==> src/rtl/qtree_ctrl_package.sv <==
// rtl/qtree_ctrl_package.sv - shared state enum, token typedefs and default parameters for the qtree run controller
package qtree_ctrl_package;

    localparam int DEF_NUM_ARGS = 2;
    localparam int DEF_PTR_W    = 16;
    localparam int DEF_RES_W    = 32;
    localparam int DEF_TMO_W    = 16;

    typedef enum logic [2:0] {
        ST_IDLE     = 3'd0,
        ST_COLLECT  = 3'd1,
        ST_ISSUE    = 3'd2,
        ST_WAIT_RES = 3'd3,
        ST_DRAIN    = 3'd4,
        ST_ERROR    = 3'd5
    } run_state_t;

    // Pointer token: {pointer, valid}
    typedef logic [DEF_PTR_W:0] ptr_tok_t;
    // Result token: {result, valid}
    typedef logic [DEF_RES_W:0] res_tok_t;

endpackage

==> src/rtl/tok_issue.sv <==
// rtl/tok_issue.sv - one-shot token latch: raised on load, dropped after its ready is sampled
module tok_issue (
    input  logic clk,
    input  logic reset,
    input  logic load,
    input  logic ready,
    output logic pending
);

    // Token stays up until the consumer takes it; it is only re-armed by the next load
    always_ff @(posedge clk) begin
        if (reset) begin
            pending <= 1'b0;
        end else if (load) begin
            pending <= 1'b1;
        end else if (pending && ready) begin
            pending <= 1'b0;
        end
    end

endmodule

==> src/rtl/qtree_run_ctrl.sv <==
// rtl/qtree_run_ctrl.sv - kernel run controller (collect roots, issue tokens, await result); QTREE_RUN_CYCLES_EN adds run_cycles
module qtree_run_ctrl
    import qtree_ctrl_package::*;
#(
    parameter int NUM_ARGS = DEF_NUM_ARGS,
    parameter int PTR_W    = DEF_PTR_W,
    parameter int RES_W    = DEF_RES_W,
    parameter int TMO_W    = DEF_TMO_W
) (
    input  logic                           clk,
    input  logic                           reset,
    input  logic                           start,
    input  logic [PTR_W:0]                 root_d,
    output logic                           root_r,
    output logic [NUM_ARGS-1:0][PTR_W:0]   arg_d,
    input  logic [NUM_ARGS-1:0]            arg_r,
    output logic                           go_d,
    input  logic                           go_r,
    input  logic [RES_W:0]                 res_d,
    output logic                           res_r,
    output logic [RES_W-1:0]               out_data,
    output logic                           out_valid,
    input  logic                           out_ready,
    input  logic [TMO_W-1:0]               tmo_limit,
    output logic                           busy,
    output logic                           err_tmo
`ifdef QTREE_RUN_CYCLES_EN
    ,
    output logic [31:0]                    run_cycles
`endif
);

    localparam int IDX_W = (NUM_ARGS > 1) ? $clog2(NUM_ARGS) : 1;

    run_state_t                  state;
    logic [IDX_W-1:0]            idx;
    logic [NUM_ARGS-1:0][PTR_W:0] slot;
    logic [TMO_W-1:0]            timer;
    logic [TMO_W-1:0]            timer_inc;
    logic                        last_root;
    logic                        tmo_hit;
    logic [NUM_ARGS:0]           tok_pend;
    logic [NUM_ARGS:0]           tok_rdy;
    logic                        all_acc;

    // Argument tokens occupy the low positions, Go is the top token
    assign tok_rdy   = {go_r, arg_r};
    // A token that already dropped has been accepted; one with ready high is accepted this cycle
    assign all_acc   = &(~tok_pend | tok_rdy);
    assign last_root = (state == ST_COLLECT) && root_d[0] && (idx == IDX_W'(NUM_ARGS - 1));
    assign timer_inc = (&timer) ? timer : timer + 1'b1;
    assign tmo_hit   = (tmo_limit != '0) && (timer_inc >= tmo_limit);

    for (genvar g = 0; g <= NUM_ARGS; g++) begin : g_tok
        tok_issue u_tok (
            .clk     (clk),
            .reset   (reset),
            .load    (last_root),
            .ready   (tok_rdy[g]),
            .pending (tok_pend[g])
        );
    end

    // Argument bus carries the stored root only while its token is pending
    always_comb begin
        arg_d = '0;
        for (int i = 0; i < NUM_ARGS; i++) begin
            arg_d[i] = tok_pend[i] ? slot[i] : '0;
        end
    end

    assign go_d      = tok_pend[NUM_ARGS];
    assign root_r    = (state == ST_COLLECT);
    assign res_r     = (state == ST_WAIT_RES);
    assign out_valid = (state == ST_DRAIN);
    assign busy      = (state != ST_IDLE);

    // Run sequencing: collect roots, wait out token acceptance, then result or timeout
    always_ff @(posedge clk) begin
        if (reset) begin
            state    <= ST_IDLE;
            idx      <= '0;
            slot     <= '0;
            timer    <= '0;
            out_data <= '0;
            err_tmo  <= 1'b0;
        end else begin
            case (state)
                ST_IDLE, ST_ERROR: begin
                    if (start) begin
                        state   <= ST_COLLECT;
                        idx     <= '0;
                        err_tmo <= 1'b0;
                    end
                end
                ST_COLLECT: begin
                    if (root_d[0]) begin
                        slot[idx] <= root_d;
                        if (last_root) begin
                            state <= ST_ISSUE;
                        end else begin
                            idx <= idx + 1'b1;
                        end
                    end
                end
                ST_ISSUE: begin
                    if (all_acc) begin
                        state <= ST_WAIT_RES;
                        timer <= '0;
                    end
                end
                ST_WAIT_RES: begin
                    timer <= timer_inc;
                    // A result in the timeout cycle still completes the run
                    if (res_d[0]) begin
                        out_data <= res_d[RES_W:1];
                        state    <= ST_DRAIN;
                    end else if (tmo_hit) begin
                        state   <= ST_ERROR;
                        err_tmo <= 1'b1;
                    end
                end
                ST_DRAIN: begin
                    if (out_ready) begin
                        state <= ST_IDLE;
                    end
                end
                default: state <= ST_IDLE;
            endcase
        end
    end

`ifdef QTREE_RUN_CYCLES_EN
    logic [31:0] run_cnt;
    logic [31:0] run_inc;

    assign run_inc = (&run_cnt) ? run_cnt : run_cnt + 1'b1;

    // Count busy cycles of the current run and publish the total when DRAIN is entered
    always_ff @(posedge clk) begin
        if (reset) begin
            run_cnt    <= '0;
            run_cycles <= '0;
        end else begin
            if ((state == ST_IDLE || state == ST_ERROR) && start) begin
                run_cnt <= '0;
            end else if (state == ST_COLLECT || state == ST_ISSUE || state == ST_WAIT_RES) begin
                run_cnt <= run_inc;
            end
            if (state == ST_WAIT_RES && res_d[0]) begin
                run_cycles <= run_inc;
            end
        end
    end
`endif

endmodule

==> config.mk <==
export PLATFORM = sky130hd
export DESIGN_NAME = qtree_run_ctrl
export DESIGN_NICKNAME = d
export VERILOG_FILES = /design/src/rtl/qtree_ctrl_package.sv /design/src/rtl/tok_issue.sv /design/src/rtl/qtree_run_ctrl.sv
export SDC_FILE = /design/constraint.sdc
export NUM_CORES = 1
export LEC_CHECK = 0
export BUFFER_PORTS_ARGS = -buffer_cell sky130_fd_sc_hd__buf_2
export CORE_MARGIN = 1
export CORE_UTILIZATION = 40
export DETAILED_ROUTE_END_ITERATION = 6
export GPL_TIMING_DRIVEN = 0
export PLACE_DENSITY = 0.65
export SYNTH_ARGS = -nofsm -noshare
export SYNTH_HDL_FRONTEND = slang
export SYNTH_SLANG_ARGS = --single-unit
==> constraint.sdc <==
create_clock -name clk -period 5.6 [get_ports clk]
set_clock_uncertainty 0.15 [all_clocks]
set_input_delay 0 -clock clk [delete_from_list [all_inputs] [get_ports clk]]
set_output_delay 0 -clock clk [all_outputs]
set_load 0.05 [all_outputs]
==> run summary <==
failing checks -> DRC
Layout area overhead -> 38.60%
met3 WL -> 623 µm
CP Capture Type -> flop
list of cells traversed by the critical path -> ha_1 > and3_2 > nand3_1 > buf_6 > o2111ai_1 > xnor2_1 > ha_1 > a21oi_1 > o21ai_0 > a21o_1 > a211o_1 > a211oi_1 > dlygate4sd3_1
share of cells above drive strength 1 -> 22.58%
syn_nets -> 677
Period minus WS final -> 3.617 ns
final setup TNS -> 0 ns
element type at the critical path start -> flop
slowest CP cell -> dlygate4sd3_1
unrepaired setup endpoints after global routing -> no
async set-reset flop share out of synthesis -> 0%
Buffers on Ports -> 144
Mapped Area -> 4447 µm²
synthesized area per cell -> 7.575 µm²
Switching Fraction -> 25.08%
Sink Count -> 90
DRC -> 2
register area share after synthesis -> 40.52%
CP required -> 5.76 ns
Die Height -> 107.4 µm
unique cell type count in the Yosys netlist -> 51
Detailed Place HPWL -> 9.391 mm
maximum clock frequency -> 0.2764 GHz
largest net degree at the start of global routing -> 17
FF/Latch Area -> 1802 µm²
final cell count without fillers -> 946
maximum vdd drop -> 0.1677 mV
met2 wire len -> 6.190 mm
Rows -> 38
Crit path largest cell delay -> 0.56 ns
commonest cells after routing, fill and taps aside -> buf_2 (155), nand2_1 (147), a21oi_1 (95)
Design Power -> 1.303 mW
via count -> 4844
number of global-route vias before repair -> 4609
most used flip-flop cell after synthesis -> dfxtp_1
antenna cells -> 0
TritonRoute pass-1 iters -> 7
buffers and inverters on the worst path -> 2
max cap viols -> 0
Via density -> 5.121
# fillers -> 996
pwr/cell area -> 211.4 nW/µm²
logic gate share of total power -> 11.0%
fin crit share -> 64.60%
total die area -> 11540 µm²
Top Ports -> 145
antenna violation net count after detailed routing -> 0
worst slew pin tran -> 0.5124 ns
clk_lat worst skew -> 0.37 ns
Post-synth EDFFs -> 0
gr ovfl total -> 0
Setup Fix Bufs, Post-CTS -> 0
Routed Wire Length -> 12.87 mm
CTS buffer count -> 9
cell mode on critical path -> ha_1
dpl cell area -> 5343 µm²
worst rel slew slack -> 65.71%
CP delay by family, top -> compound AO/OA/AOI/OAI gates
Syn Inst Count -> 587
pre-CTS setup slack -> 2.522 ns
Worst-path clk slew -> 0.09 ns
Highest Signal Layer -> met4
Max Slew Vio Count -> 0
Fin. Hold Viols -> 0
initial antenna violation count -> 0
Hold Crit Class -> primary input to flop
H-tree depth -> 3
Initial Util -> 41.02%
worst-case clock buffer depth -> 2
Routed WL per cell -> 13.60 µm
Hold Slack -> 0.06636 ns
global-route wire length before repair -> 20.62 mm
share of power burned in registers -> 50.3%
count of final setup violators -> 0
Initial DRC Count -> 331
Worst Path Arrival -> 3.78 ns
TritonCTS clock tree -> done
Lkg Pwr -> 2.762 nW
Die W -> 107.4 µm
commonest non-fill, non-tap cell in the layout -> buf_2
Final #Nets -> 891
clock root cell -> clkbuf_8
fin util -> 56.86%
Yosys reg bits -> 90
fin area -> 6163 µm²
Net Sw Power -> 326.9 µW
critical path class -> flop to flop
peak fanout along the critical path -> 10
status -> finished with violations
part of the power in the clock network -> 38.6%
worst setup margin -> 1.983 ns
area of the multi-input gates -> 2391 µm²
synth warn -> 0
Int Power -> 976.4 µW
GP Congestion -> 0.8758
Cell Count Post-Placement -> 871
WL met1 -> 5.629 mm
CORE AREA -> 10840 µm²
All-Layer GR Usage -> 22.51%
## tightest hold or removal path: stages
cell and delay (ns):
buf_2 0.09, nor4_1 0.04, and4_1 0.19, nor2_1 0.12
o2bb2ai_1 0.11
## cell usage after synthesis (all sizes together), types with 4 or more instances
cell type,number,area (µm²)
nand2,147,551.8
nor2,19,71.32
xnor2,10,87.58
and3,8,56.31
clkbuf,21,78.83
nand2b,9,56.30
inv,25,93.84
nor4,5,31.28
dfxtp,90,1802
nor2b,4,25.02
or3,4,25.02
and2,37,232.7
o21ai,12,60.05
a21oi,95,475.5
nand3,10,50.05
nand4,10,68.81
ha,17,212.7
nor3,6,35.03
buf,14,81.32
## routing by layer
metal  GRT usage [%]  up-vias
li1                -     2408
met1           27.32     2232
met2           39.17      170
met3           3.632       34
met4           9.687        0
met5               0        -
## kinds of logic after synthesis
kind of cell	Yosys count	synth area share, %
AOI/OAI and AO/OA	141	17.98
xor gates and xnor gates	12	2.364
adders and majority gates	17	4.783
buffers and inverters	60	5.712
DFF	90	40.52
muxes	1	0.3375
and+or+nand+nor	266	28.31
## power groups by stage
stage | Combinational (mW) | Clock, mW | Sequential, mW
floorplan | 0.0594 | 0 | 0.673
global placement | 0.107 | 0 | 0.671
detailed placement | 0.110 | 0 | 0.671
CTS | 0.142 | 0.514 | 0.656
global route | 0.158 | 0.542 | 0.658
finish | 0.144 | 0.503 | 0.656
## flip-flops by register name, summed over array words and instances, names as in the netlist
register / cells
out_data: 32
g_tok.u_tok.pending: 3
idx: 1
slot: 34
state: 3
timer: 16
err_tmo: 1
## area by class of cell
type | instances | share of cell area (%)
clock buffer | 10 | 2.071
multi-input combinational | 437 | 38.79
clock inverter | 6 | 1.665
sequential | 90 | 29.23
inverter | 25 | 1.523
tap | 140 | 2.842
timing repair buffer | 203 | 21.27
buffer | 35 | 2.598
## path summary, 6_finish.rpt
kind | end | from | cells after the start | slack (ns)
worst max-delay path | state[1] | timer[0] | 13 | 1.98
worst min-delay path | state[2] | tmo_limit[2] | 5 | 0.07
worst max register to register | state[1] | timer[0] | 13 | 1.98
worst min register to register | slot[18] | slot[18] | 2 | 0.30
## timing repair
action | CTS | global route
hold buffers | 59 | 0
setup endpoints to repair | 0 | 0
endpoints found under the hold margin | 75 | 0
resized for setup | 0 | 0
Note: power is estimated with default switching activity, not from simulation.
